$ cat src/rtl/fetch_stage_pkg.sv
// Shared definitions for the IF stage: NOP encoding, opcode field position,
// default HALT opcode and fetch FSM state encodings.
package fetch_stage_pkg;

  localparam logic [15:0] NOP_INSTR       = 16'h0000;
  localparam int          OPCODE_MSB      = 15;
  localparam int          OPCODE_LSB      = 12;
  localparam logic [3:0]  HALT_OP_DEFAULT = 4'hF;

  typedef enum logic {
    FETCH_RUN    = 1'b0,
    FETCH_HALTED = 1'b1
  } fetch_state_e;

  function automatic logic [3:0] opcode_of(input logic [15:0] instr);
    return instr[OPCODE_MSB:OPCODE_LSB];
  endfunction

endpackage

$ cat src/rtl/fetch_stage_if_id_reg.sv
// IF/ID pipeline register: holds on stall, loads a NOP with valid=0 when
// killed, otherwise captures the fetched instruction and its PC+1.
module if_id_reg
  import fetch_stage_pkg::*;
(
  input  logic        clk,
  input  logic        rst_n,
  input  logic        hold_i,
  input  logic        kill_i,
  input  logic [15:0] instr_i,
  input  logic [15:0] pc_plus1_i,
  output logic [15:0] instr_o,
  output logic [15:0] pc_plus1_o,
  output logic        valid_o
);

  logic [15:0] instr_q, instr_d;
  logic [15:0] pc_plus1_q, pc_plus1_d;
  logic        valid_q, valid_d;

  always_comb begin
    instr_d    = instr_q;
    pc_plus1_d = pc_plus1_q;
    valid_d    = valid_q;
    if (!hold_i) begin
      if (kill_i) begin
        instr_d    = NOP_INSTR;
        pc_plus1_d = 16'h0000;
        valid_d    = 1'b0;
      end else begin
        instr_d    = instr_i;
        pc_plus1_d = pc_plus1_i;
        valid_d    = 1'b1;
      end
    end
  end

  always_ff @(posedge clk or negedge rst_n) begin
    if (!rst_n) begin
      instr_q    <= NOP_INSTR;
      pc_plus1_q <= 16'h0000;
      valid_q    <= 1'b0;
    end else begin
      instr_q    <= instr_d;
      pc_plus1_q <= pc_plus1_d;
      valid_q    <= valid_d;
    end
  end

  assign instr_o    = instr_q;
  assign pc_plus1_o = pc_plus1_q;
  assign valid_o    = valid_q;

endmodule

$ cat src/rtl/fetch_stage.sv
// IF stage: program counter, next-PC selection, HALT freeze FSM, fetch
// counter and the IF/ID register feeding decode.
module fetch_stage
  import fetch_stage_pkg::*;
#(
  parameter logic [15:0] RESET_PC = 16'h0000,
  parameter logic [3:0]  HALT_OP  = HALT_OP_DEFAULT
) (
  input  logic        clk,
  input  logic        rst_n,
  output logic [15:0] imem_addr,
  input  logic [15:0] imem_data,
  input  logic        IF_ID_sync_nop,
  input  logic        ID_stall,
  input  logic        redirect_en,
  input  logic [15:0] redirect_target,
  output logic [15:0] IF_ID_instr,
  output logic [15:0] IF_ID_pc_plus1,
  output logic        IF_ID_valid,
  output logic        halted,
  output logic [15:0] fetch_count
);

  fetch_state_e state_q, state_d;
  logic [15:0]  pc_q, pc_d;
  logic [15:0]  fetch_count_q, fetch_count_d;
  logic [15:0]  pc_plus1;
  logic         is_halt_op;
  logic         load_valid;

  assign pc_plus1   = pc_q + 16'd1;
  assign is_halt_op = (opcode_of(imem_data) == HALT_OP);
  // A real instruction enters IF/ID only while running and not flushed.
  assign load_valid = (state_q == FETCH_RUN) && !IF_ID_sync_nop;

  always_comb begin
    state_d       = state_q;
    pc_d          = pc_q;
    fetch_count_d = fetch_count_q;
    if (!ID_stall) begin
      if (redirect_en) begin
        pc_d    = redirect_target;
        state_d = FETCH_RUN;
      end else if (state_q == FETCH_HALTED) begin
        pc_d = pc_q;
      end else if (load_valid && is_halt_op) begin
        pc_d    = pc_q;
        state_d = FETCH_HALTED;
      end else begin
        pc_d = pc_plus1;
      end
      if (load_valid) begin
        fetch_count_d = fetch_count_q + 16'd1;
      end
    end
  end

  always_ff @(posedge clk or negedge rst_n) begin
    if (!rst_n) begin
      state_q       <= FETCH_RUN;
      pc_q          <= RESET_PC;
      fetch_count_q <= 16'h0000;
    end else begin
      state_q       <= state_d;
      pc_q          <= pc_d;
      fetch_count_q <= fetch_count_d;
    end
  end

  if_id_reg u_if_id_reg (
    .clk        (clk),
    .rst_n      (rst_n),
    .hold_i     (ID_stall),
    .kill_i     (!load_valid),
    .instr_i    (imem_data),
    .pc_plus1_i (pc_plus1),
    .instr_o    (IF_ID_instr),
    .pc_plus1_o (IF_ID_pc_plus1),
    .valid_o    (IF_ID_valid)
  );

  assign imem_addr   = pc_q;
  assign halted      = (state_q == FETCH_HALTED);
  assign fetch_count = fetch_count_q;

endmodule

$ cat config.mk
export PLATFORM = sky130hd
export DESIGN_NAME = fetch_stage
export DESIGN_NICKNAME = d
export VERILOG_FILES = /design/src/rtl/fetch_stage_pkg.sv /design/src/rtl/fetch_stage_if_id_reg.sv /design/src/rtl/fetch_stage.sv
export SDC_FILE = /design/constraint.sdc
export NUM_CORES = 1
export LEC_CHECK = 0
export ABC_AREA = 1
export CORE_AREA = 2 2 101 103
export CTS_CLUSTER_DIAMETER = 200
export DETAILED_ROUTE_END_ITERATION = 7
export DIE_AREA = 0 0 103 105
export PLACE_DENSITY = 0.62
export RECOVER_POWER = 25
export SLEW_MARGIN = 20
export SYNTH_ARGS = -nofsm -noshare
export SYNTH_HDL_FRONTEND = slang
export SYNTH_SLANG_ARGS = --single-unit
$ cat constraint.sdc
create_clock -name clk -period 2 [get_ports clk]
set_input_delay 0.4 -clock clk [delete_from_list [all_inputs] [get_ports clk]]
set_output_delay 0.4 -clock clk [all_outputs]
set_load 0.01 [all_outputs]
== Word-level counts from Yosys, hierarchy flattened ==
Cells that the tools add are included.

* Bits in registers: 66
* Bits in latches: 0
* RAM bits: 0
* Bits in read-only memories: 0
* Output and inout port bits: 66
* Logic and storage cells: 27
* Memories: 0

* $add $sub $neg: 2
* Multipliers: 0
* Divide/modulo/power cells: 0
* $lt $le $gt $ge: 0
* Equality and inequality tests: 3
* Shifts and indexed selects: 0
* Multiplexer cells: 9
* Bitwise gates (word level): 2
* Reductions and logical operators: 5

{| class="wikitable"
|+ Operator list
! operator !! count
|-
| 16-bit two-way mux || 5
|-
| 16-bit by 1-bit adder with 16-bit output, second input constant || 2
|-
| 4-bit == test, second input constant || 1
|-
| 1-bit two-way mux || 4
|-
| 2-bit inequality test, second input constant || 2
|-
| 3-bit AND reduction || 1
|-
| 1-bit logical AND || 2
|-
| 1-bit inverter || 2
|-
| 2-bit AND reduction || 1
|-
| 1-bit logical NOT || 1
|}

== Longest topological paths before layout ==
* Word-level depth: 6
* Depth in mapped cells: 10
* Gate-level depth less buffers: 10

== Modules after synthesis ==
Synthesis repeated with hierarchy kept, for this count alone.

* Cells, all modules: 459
* Area total of the unflattened synthesis: 3,447.1 µm²

{| class="wikitable"
|+ Modules (own cells, without submodules)
! module !! instances !! cells each !! area an instance (µm²) !! sequential area each (µm²)
|-
| fetch_stage || 1 || 320 || 2,172.1 || 825.8
|-
| if_id_reg || 1 || 139 || 1,275.0 || 825.8
|}

== Least setup slack after synthesis ==
OpenSTA, ideal clock, no wires.

* Kind: register -> register
* Start: register pc_q[0] (netlist: imem_addr[0])
* End: register pc_q[8] (netlist: imem_addr[8])
* Library setup time: 0.117 ns
* Arrival time: 1.244 ns
* Slack: 0.639 ns
* Stages on the path, launching flop included: 11
* Cells stage by stage: dfrtp_1 > ha_1 > nand2_2 > nor2_2 > nand2_1 > nand2_1 > nand2_1 > nand2_1 > nand2_1 > nand2_1 > nand2_1

* Cells in the longest elaborated chain, start to end: 4

{| class="wikitable"
|+ RTL lines
! item !! line !! source
|-
| start, declared || fetch_stage.sv:25 || <nowiki>logic [15:0] pc_q, pc_d;</nowiki>
|-
| start signal, assigned || fetch_stage.sv:65 || <nowiki>pc_q <= pc_d;</nowiki>
|-
| 16-bit by 1-bit adder with 16-bit output || fetch_stage.sv:31 || <nowiki>assign pc_plus1 = pc_q + 16'd1;</nowiki>
|-
| 16-bit two-way mux || fetch_stage.sv:46 || <nowiki>end else if (load_valid && is_halt_op) begin</nowiki>
|-
| 16-bit two-way mux || fetch_stage.sv:44 || <nowiki>end else if (state_q == FETCH_HALTED) begin</nowiki>
|-
| 16-bit two-way mux || fetch_stage.sv:41 || <nowiki>if (redirect_en) begin</nowiki>
|}

Every way passes these cells. The select of a mux whose other input is x is not followed.
A chain may end at the register's enable or synchronous reset.

== Worst setup path after layout ==
* Start: register pc_q[2] (netlist: imem_addr[2])
* End: output port imem_addr[2]

{| class="wikitable"
|+ RTL lines
! item !! line !! source
|-
| end, declared || fetch_stage.sv:11 || <nowiki>output logic [15:0] imem_addr,</nowiki>
|}

No word-level cell between the ends.

==> metrics <==
gr ovfl total=0; layout cells sized above 1=0.0728; RSZ-0062 raised after global routing=false; # placed instances=around 650; Worst-Margin Slew=~0.9 ns; DR WL met3=509 um; quantity of gates resized following cts=0; first-pass detailed-route iteration total=4; number of warnings issued by yosys=0; H-tree levels=3; Sink Count=66; fin nets=between 500 and 600; TNS Setup=0 ns; Residual DRC=0; worst hold path class=reg -> reg; post-route cell area=between 4000 and 5000 um^2; PortBufs=slightly above 100; Leak=2.25 nW; Worst VDD drop=about 470 uV; P&R area growth vs syn=43.8%; CP Max Fanout=7; ANT nets after route=0; Die Y=105 um; clock slew at reported path FFs=~0.070 ns; Layout Cells excl Fill=roughly 670; setup slack at placement=0.131 ns; Top Metal Used=met4; dominant cells by area after synthesis=dfrtp_1 (50%), nand2_1 (18%), a22o_1 (5.0%), nor2_1 (5.0%), nand3_1 (3.6%); Bufs and invs on worst path=1; critical path arrival=between 1 and 1.5 ns; syn_area_per_cell=just under 8 um^2; Crit. End Element=output pin; wl on met1=between 3000 and 4000 um; number of placed I/O pins=~100; crit-path cells=clkdlybuf4s50_1; Synth Register Bits=66; drt total wl=around 9000 um; Core Area=9640 um^2; Vias/cell=between 4 and 5; Power Density=between 800 and 900 nW/um^2; CTS tree=yes; Die X=about 100 um; DR WL met2=4440 um; final worst slack=0.158 ns; Min Clock Period, post-route=1.84 ns; Final Skew=0.00470 ns; largest net degree at the start of global routing=35; vias in the first global route=3177; Max Cap Viol=0; total track usage=0.175; pins over their slew limit=0; initial drt markers=89; Top delay family on crit path=buffers and inverters; CTS Buf Count=9; cell taking the most area after synthesis=dfrtp_1; mapped cell area=around 3300 um^2; Critical Setup Path Class=reg -> out; Critical Path RT=1.60 ns; Fin Hold WS=between 0.4 and 0.5 ns; starting density of the core=0.345; startpoint types=register; f_max=~0.54 GHz; Row Count=36; Slowest cell on crit path=clkdlybuf4s50_1; worst-case clock buffer depth=2; placer congestion estimate=0.821; final-report hold violation count=0; max incr delay on CP=~0.6 ns; sequential fraction of the synthesis area=0.496; initial antenna violation count=0; CTS Root Cell=clkbuf_8; first-pass GRT wire length=between 10000 and 15000 um; post-synthesis cell type count=29; Total Die Area=around 11000 um^2; Area after DPL=4560 um^2; vias=3168; clk_lat worst skew=approximately 0.34 ns; slew margin rel.=0.391; Mapped Cells=421; Final setup viols=0; placed wire-length estimate=slightly below 7000 um; Final period util=0.921; Synth top area share=0.496; ant diodes=0; post-synth net total=between 400 and 500; status=finished clean; Routed WL per cell=roughly 13 um
==> cells in the final DEF, fill, tap and decap left out, types with 8 or more instances in the layout <==
cell type / Yosys / routed
nand3_1: 24 / 24
xor2_1: 10 / 10
nor2_1: 44 / 44
clkbuf_8: 0 / 10
o21ai_0: 8 / 8
clkdlybuf4s50_1: 0 / 101
o21ai_1: 12 / 12
dfrtp_1: 66 / 66
a22o_1: 19 / 19
nand2_1: 158 / 158
inv_1: 31 / 31
==> cells in the mapped netlist <==
cell type,n
nand2_4,1
clkbuf_1,4
nand2_1,158
buf_1,2
nand3b_1,2
inv_2,1
buf_2,7
xor2_1,10
o21bai_1,4
a22o_1,19
o21ai_1,12
dfrtp_1,66
nand4_1,5
nand2_2,1
inv_4,1
inv_1,31
nand3_1,24
nor3_1,3
nor2_1,44
nand3_2,1
a21oi_1,2
nor3_2,2
nor2_2,6
nand3b_4,1
a21boi_0,1
xnor2_1,2
o21ai_0,8
ha_1,2
clkinv_2,1
==> repair_timing <==
item	in CTS	in global routing
endpoints found under the hold margin	12	0
setup buffers	0	0
hold buffers	1	0
==> metal layers <==
layer  GRT usage  vias to the layer above
li1            -                     1560
met3      0.0508                       14
met4      0.0423                        0
met2       0.297                      106
met1       0.216                     1488
met5           0                        -
==> power breakdown <==
part	switching, W	internal [W]
clock	0.000512	0.000732
sequential	0.000226	0.00151
combinational	0.000526	0.000566
total	0.00126	0.00281
==> through the flow <==
| stage | util | total power, W |
|---|---|---|
| floorplan | - | 0.00223 |
| global placement | 0.473 | 0.00285 |
| detailed placement | 0.473 | 0.00286 |
| CTS | 0.497 | 0.00413 |
| global route | 0.497 | 0.00432 |
| finish | 0.497 | 0.00408 |
==> cell families after synthesis <==
kind of cell	count (synthesis)	synth area share
AO/OA/AOI/OAI	46	0.0943
XOR/XNOR	12	0.0316
adder cells (fa/ha/maj)	2	0.00751
buffers and inverters	47	0.0567
flip-flops	66	0.496
AND/OR/NAND/NOR	248	0.314
==> path summary, 6_finish.rpt <==
kind / slack (ns) / depth (start not counted) / endpoint / from
max in group asynchronous: 0.61 / 3 / u_if_id_reg.pc_plus1_o[7] / rst_n
hold reg to reg: 0.48 / 2 / u_if_id_reg.pc_plus1_o[9] / u_if_id_reg.pc_plus1_o[9]
min in group asynchronous: 0.71 / 2 / fetch_count[4] / rst_n
setup reg to reg: 0.49 / 9 / imem_addr[10] / imem_addr[0]
setup / recovery: 0.16 / 1 / imem_addr[2] / imem_addr[2]
hold / removal: 0.48 / 2 / u_if_id_reg.pc_plus1_o[9] / u_if_id_reg.pc_plus1_o[9]
==> state kept, by name, summed over array words and instances (netlist names) <==
register	cells
fetch_count	16
halted	1
u_if_id_reg.valid_o	1
imem_addr	16
u_if_id_reg.instr_o	16
u_if_id_reg.pc_plus1_o	16
==> cell type report <==
type / count / area (um^2)
Fill cell: 1004 / 4850
Sequential cell: 66 / 1650
Multi-Input combinational cell: 308 / 1490
Timing Repair Buffer: 112 / 1130
Tap cell: 133 / 166
Clock buffer: 11 / 141
Inverter: 34 / 131
Clock inverter: 5 / 77.6
No activity file was read; power rests on OpenSTA's default activity.
